**src/rtl/imem_read_arbiter.sv**
```systemverilog
// Two-requester arbiter for the instruction memory's single combinational read port.
// Fetch has priority; a starvation counter forces one debug slot after STARVE_MAX denials.
module imem_read_arbiter #(
    parameter int inputAbits = 32,
    parameter int Abits      = 9,
    parameter int Dbits      = 32,
    parameter int Cbits      = 4,
    parameter int STARVE_MAX = 8
) (
    input  logic                  clk,
    input  logic                  reset,
    input  logic                  cpu_req,
    input  logic [inputAbits-1:0] cpu_addr,
    output logic                  cpu_stall,
    output logic                  cpu_valid,
    output logic [Dbits-1:0]      cpu_data,
    input  logic                  dbg_req,
    input  logic [inputAbits-1:0] dbg_addr,
    output logic                  dbg_valid,
    output logic [Dbits-1:0]      dbg_data,
    output logic                  dbg_err,
    output logic [inputAbits-1:0] mem_addr,
    input  logic [Dbits-1:0]      mem_dout
);

    localparam logic [Cbits-1:0] STARVE_LIM = Cbits'(STARVE_MAX);

    logic [Cbits-1:0] starve_cnt;
    logic [Cbits-1:0] starve_nxt;
    logic             force_slot;
    logic             cpu_gnt;
    logic             dbg_gnt;

    function automatic logic [Cbits-1:0] sat_inc(input logic [Cbits-1:0] c);
        return (c == STARVE_LIM) ? c : c + Cbits'(1);
    endfunction

    // Address bits beyond the implemented memory alias onto low words.
    function automatic logic addr_oob(input logic [inputAbits-1:0] a);
        return (a >> Abits) != '0;
    endfunction

    always_ff @(posedge clk) begin
        if (reset) starve_cnt <= '0;
        else       starve_cnt <= starve_nxt;
    end

    always_comb begin
        starve_nxt = '0;
        if (dbg_req && !dbg_gnt)
            starve_nxt = sat_inc(starve_cnt);
    end

    // dbg_valid doubles as the busy flag, so debug can win at most every other cycle.
    always_comb begin
        force_slot = dbg_req & (starve_cnt == STARVE_LIM);
        dbg_gnt    = ~reset & dbg_req & ~dbg_valid & (force_slot | ~cpu_req);
        cpu_gnt    = ~reset & cpu_req & ~dbg_gnt;
        cpu_stall  = cpu_req & ~cpu_gnt;
        mem_addr   = '0;
        if (cpu_gnt)      mem_addr = cpu_addr;
        else if (dbg_gnt) mem_addr = dbg_addr;
    end

    // Response stage: memory read data captured one cycle after the grant.
    always_ff @(posedge clk) begin
        if (reset) begin
            cpu_valid <= 1'b0;
            cpu_data  <= '0;
            dbg_valid <= 1'b0;
            dbg_data  <= '0;
            dbg_err   <= 1'b0;
        end else begin
            cpu_valid <= cpu_gnt;
            dbg_valid <= dbg_gnt;
            dbg_err   <= dbg_gnt & addr_oob(dbg_addr);
            if (cpu_gnt) cpu_data <= mem_dout;
            if (dbg_gnt) dbg_data <= mem_dout;
        end
    end

endmodule

```
**config.mk**
```make
export PLATFORM = sky130hd
export DESIGN_NAME = imem_read_arbiter
export DESIGN_NICKNAME = d
export VERILOG_FILES = /design/src/rtl/imem_read_arbiter.sv
export SDC_FILE = /design/constraint.sdc
export NUM_CORES = 1
export LEC_CHECK = 0
export ABC_AREA = 1
export ABC_CLOCK_PERIOD_IN_PS = 1800
export CORE_MARGIN = 4
export CORE_UTILIZATION = 39
export DETAILED_ROUTE_END_ITERATION = 16
export PLACE_DENSITY = 0.89
export SETUP_SLACK_MARGIN = 0.15
export SLEW_MARGIN = 10
export SYNTH_ARGS = -nofsm -noshare
export SYNTH_HDL_FRONTEND = slang
export SYNTH_SLANG_ARGS = --single-unit
```
**constraint.sdc**
```tcl
create_clock -name clk -period 1.8 [get_ports clk]
set_clock_uncertainty 0.1 [all_clocks]
set_input_delay 0.36 -clock clk [delete_from_list [all_inputs] [get_ports clk]]
set_output_delay 0.36 -clock clk [all_outputs]
set_load 0.03 [all_outputs]
```
# After elaboration in Yosys (flattened, before gate mapping)
# Cells that the tools add are included.
[word_totals]
register_bits = 71
latch_bits = 0
mem_bits_rw = 0
mem_bits_ro = 0
input_bits = 100
output_inout_bits = 100
word_cells = 29
memories = 0
[classes]
add_sub_neg = 1
mul = 0
n_div = 0
order_cmp = 0
n_eq_ne = 1
n_shift = 0
n_mux = 2
bitwise = 15
n_reduce_logical = 4
[op_table]
columns = ["operator", "count"]
rows = [
  ["32-bit two-way mux", 2],
  ["32-bit nonzero test", 1],
  ["1-bit AND", 8],
  ["1-bit NOT", 6],
  ["4-bit by 1-bit adder with 4-bit output (second input constant)", 1],
  ["4-bit equality test (second input constant)", 1],
  ["2-bit OR reduction", 1],
  ["1-bit logical AND", 1],
  ["1-bit logical NOT", 1],
  ["1-bit bitwise OR", 1],
]

# Depth between registers and ports, before layout
[depth]
ltp_word = 8
mapped_depth = 9
mapped_depth_nobuf = 8

# Least setup slack after synthesis
# OpenSTA, ideal clock, no wires.
[synth_timing]
kind = "reg-to-output"
start = "register starve_cnt[0]"
end = "output port mem_addr[0]"
arrival_time_ps = 1396
required_time_ps = 1340
path_slack_ps = -56
stages_incl_launch_ff = 10
path_buffers = 2
cell_sequence = "dfxtp_1 > inv_1 > ha_1 > nand4_1 > nand2_1 > nand2_2 > buf_6 > buf_6 > nand3_1 > nand2_1"
[synth_between]
elab_chain_cells = 7
[synth_lines]
columns = ["item", "line", "rtl"]
rows = [
  ["start, declared", "28", "logic [Cbits-1:0] starve_cnt;"],
  ["start signal, assigned", "45", "else starve_cnt <= starve_nxt;"],
  ["4-bit equality test *", "56", "force_slot = dbg_req & (starve_cnt == STARVE_LIM);"],
  ["1-bit AND *", "56", ""],
  ["1-bit bitwise OR *", "57", "dbg_gnt = ~reset & dbg_req & ~dbg_valid & (force_slot | ~cpu_req);"],
  ["1-bit AND *", "57", ""],
  ["1-bit NOT", "58", "cpu_gnt = ~reset & cpu_req & ~dbg_gnt;"],
  ["1-bit AND", "58", ""],
  ["32-bit two-way mux *", "61", "if (cpu_gnt) mem_addr = cpu_addr;"],
  ["end, declared", "22", "output logic [inputAbits-1:0] mem_addr,"],
]
# Mark *: on every way between the ends. The rest lies on a longest branch, timed or not.

# Worst setup path after layout
[layout_timing]
start = "input port cpu_req"
end = "output port mem_addr[20]"
[layout_between]
elab_chain_cells = 6
[layout_lines]
columns = ["item", "line", "rtl"]
rows = [
  ["start, declared", "12", "input logic cpu_req,"],
  ["1-bit NOT", "57", ""],
  ["1-bit bitwise OR", "57", ""],
  ["1-bit AND", "57", ""],
  ["1-bit NOT", "58", ""],
  ["1-bit AND", "58", ""],
  ["32-bit two-way mux *", "61", ""],
]
# Marked as above.

==> impl_metrics.yaml <==
clock_tree:
  cts.sinks: 71
  htreeDepth: 3
  clkTransAtPathRegs_ns: 0.07
  worstSkewPairLatency_ns: 0.33
  cts_buffers: 9
  holdBufCountCts: 0
  clockRootBuffer: "clkbuf_8"
  tritoncts: "done"
  clk_path_buf_depth: 2
die:
  rows: 35
  initial_core_util_pct: 40.0
  die_h_um: 105
  die_area_um2: 11100
  die_x_um: 105
  top_level_ports: 200
  core-area_um2: 9240
timing:
  setup_viol: 33
  final.setup.worst_slack_ns: -0.377
  min_period_ns: 2.18
  slew_headroom_pct: 58.0
  maxSlewViolCount: 0
  worstMarginPinSlew_ns: 0.629
  rsz0062_at_grt: "true"
  min_period_over_period_pct: 121
  max_freq_mhz: 459
  hold_viol: 0
power:
  p_leak_nw: 3.20
  power.density_nw_per_um2: 665
  p_total_mw: 4.30
  ir_drop_v: 0.000411
layout:
  fillerInstances: 722
  diodes: 0
  stdcell_count: 915
  areaGrowthSynthToFinish_pct: 75.0
  finalNetCount: 883
  seqCellArea_um2: 1420
  final_area_um2: 6460
  layout-drive-gt1-share_pct: 18.8
  multiInputGateArea_um2: 1990
  utilization_pct: 69.9
worst_setup_path:
  crit_chain: "clkdlybuf4s50_1 > inv_1 > nor2_4 > buf_6 > buf_12 > nand3_1 > nand2_2 > buf_12"
  slowest_stage: "clkdlybuf4s50_1"
  crit_family: "buffers and inverters"
  r2r_start: "starve_cnt[1]"
  cp.arrival_ns: 1.72
  crit_path_max_fanout: 8
  critPathMaxStageDelay_ns: 0.50
  critPathKind: "primary input to output port"
  startpoint: "cpu_req"
  cp_common_cell: "buf_12"
  worstPathRequired_ns: 1.34
  worst-path-buf-inv: 5
  cp-start-kind: "primary input"
  cp-end-kind: "output port"
drt:
  viasPerCell: 4.78
  wl_mm: 13.1
  vias: 4372
  drc: 0
  postRouteAntennaNets: 0
  avgRoutedWirePerCell_um: 14.3
  drt_iter0_markers: 295
  drt-pass1-iter-count: 7
place:
  post_dp_cell_area_um2: 6010
  hpwl_mm: 9.52
  placed_cells: 891
  post-place-ws_ns: -0.495
  port_buffers: 199
  gp_congestion: 0.859
outcome:
  status: "finished with violations"
  violations: "setup timing"
yosys:
  synthTopCellsByCount: "168 x nand2_1, 100 x nand3_1, 83 x nor2_1"
  synth_top_area_share_pct: 38.5
  synth_area_um2: 3690
  ys.flop_type: "dfxtp_1"
  syn-instance-count: 583
  yosys.area.top_type: "dfxtp_1"
  synthTopCellsByArea: "dfxtp_1 38%, nand2_1 17%, nand3_1 14%"
  async_flop_share_pct: 0
  syn_nets: 685
  yosysWarnings: 0
  synth_seq_area_share_pct: 38.5
  ys_seq_elements: 71
  synth_edf_count: 0
  synth_cell_types: 20
  syn_area_per_cell_um2: 6.33
  synth_most_common_cell: "nand2_1"
global_route:
  grtUsageTotal_pct: 23.0
  grt_max_degree: 65
  grt_pass1_wl_mm: 20.6
  grt_pass1_vias: 4303
  antenna_found_initial: 0
  grt_overflow_total: 0
job:
  drv_cap: 0
min_path:
  min_from: "dbg_data[17]"
  hold_class: "flop to flop"
==> state kept, by name, indices dropped and copies added, names as in the netlist <==
| signal | flops |
|---|---|
| dbg_data | 32 |
| starve_cnt | 4 |
| cpu_data | 32 |
| dbg_valid | 1 |
| dbg_err | 1 |
| cpu_valid | 1 |
==> per-stage QoR <==
stage	hold slack [ns]	setup TNS, ns
floorplan	0.398	0
global placement	0.366	-35.44
detailed placement	0.368	-37.27
CTS	0.382	-11.48
global route	0.420	-14.76
finish	0.380	-11.26
==> worst paths after layout <==
| path | end | slack [ns] | cells past startpoint |
|---|---|---|---|
| worst max-delay path | mem_addr[20] | -0.38 | 8 |
| worst min-delay path | dbg_data[17] | 0.38 | 2 |
| worst max register to register | dbg_data[11] | 0.19 | 9 |
| worst min register to register | dbg_data[17] | 0.38 | 2 |
==> per-layer routing <==
| layer | vias to the layer above | wire [um] | part of all wire [%] | track usage [%] |
|---|---|---|---|---|
| met5 | - | 0 | 0 | 0 |
| met4 | 0 | 408 | 3.1 | 9.65 |
| met3 | 31 | 1080 | 8.3 | 6.74 |
| met2 | 205 | 6730 | 52 | 43.0 |
| met1 | 1946 | 4840 | 37 | 23.5 |
| li1 | 2190 | - | - | - |
==> power breakdown <==
group | total (mW) | internal, mW | switching, mW
clock | 1.27 | 0.648 | 0.619
combinational | 1.32 | 0.587 | 0.729
sequential | 1.72 | 1.67 | 0.0497
==> cells in the final DEF (no fill, tap or decap), types with 3 or more instances in the layout <==
cell type,n
clkdlybuf4s50_1,97
clkinvlp_4,3
clkbuf_8,9
nand3_1,87
nand2_2,36
nand3_2,8
nor2_1,81
buf_6,27
buf_12,16
nand2_4,10
inv_1,71
dfxtp_1,69
a21oi_1,32
nand2_1,125
buf_4,16
dlygate4sd2_1,67
nand3_4,5
==> cells by family (layout without fill, tap and decap cells) <==
group | after synthesis | after routing | share of synthesized area, %
DFF | 71 | 71 | 38.5
adders and majority gates | 2 | 2 | 0.678
buffers and inverters | 116 | 319 | 15.4
and+or+nand+nor | 358 | 358 | 40.4
AOI/OAI and AO/OA | 34 | 34 | 4.61
xor gates and xnor gates | 2 | 2 | 0.475
==> worst reg2reg max path, stage by stage, from the launching register on <==
cell     delay (ns)
dfxtp_2        0.33
inv_2          0.07
ha_4           0.13
nand4_1        0.10
nand2_2        0.11
buf_4          0.13
buf_12         0.24
nand3_1        0.15
nand2_1        0.10
nor2_1         0.05
==> layout make-up <==
| cell class | instances | share of cell area, % |
|---|---|---|
| flip-flops and latches | 71 | 22.0 |
| repair buffers | 228 | 37.1 |
| clock inverters | 6 | 1.08 |
| inverters | 75 | 4.55 |
| clock buffers | 10 | 1.98 |
| well taps | 129 | 2.50 |
| multi-input cells | 396 | 30.8 |
==> repair_timing <==
action / in CTS / in global routing
gates cloned: 2 / 0
setup endpoints to repair: 167 / 102
hold endpoints to repair: 0 / 0
gates resized for setup: 119 / 13
setup buffers: 5 / 1
pin swaps: 7 / 4
No activity file was read; power rests on OpenSTA's default activity.
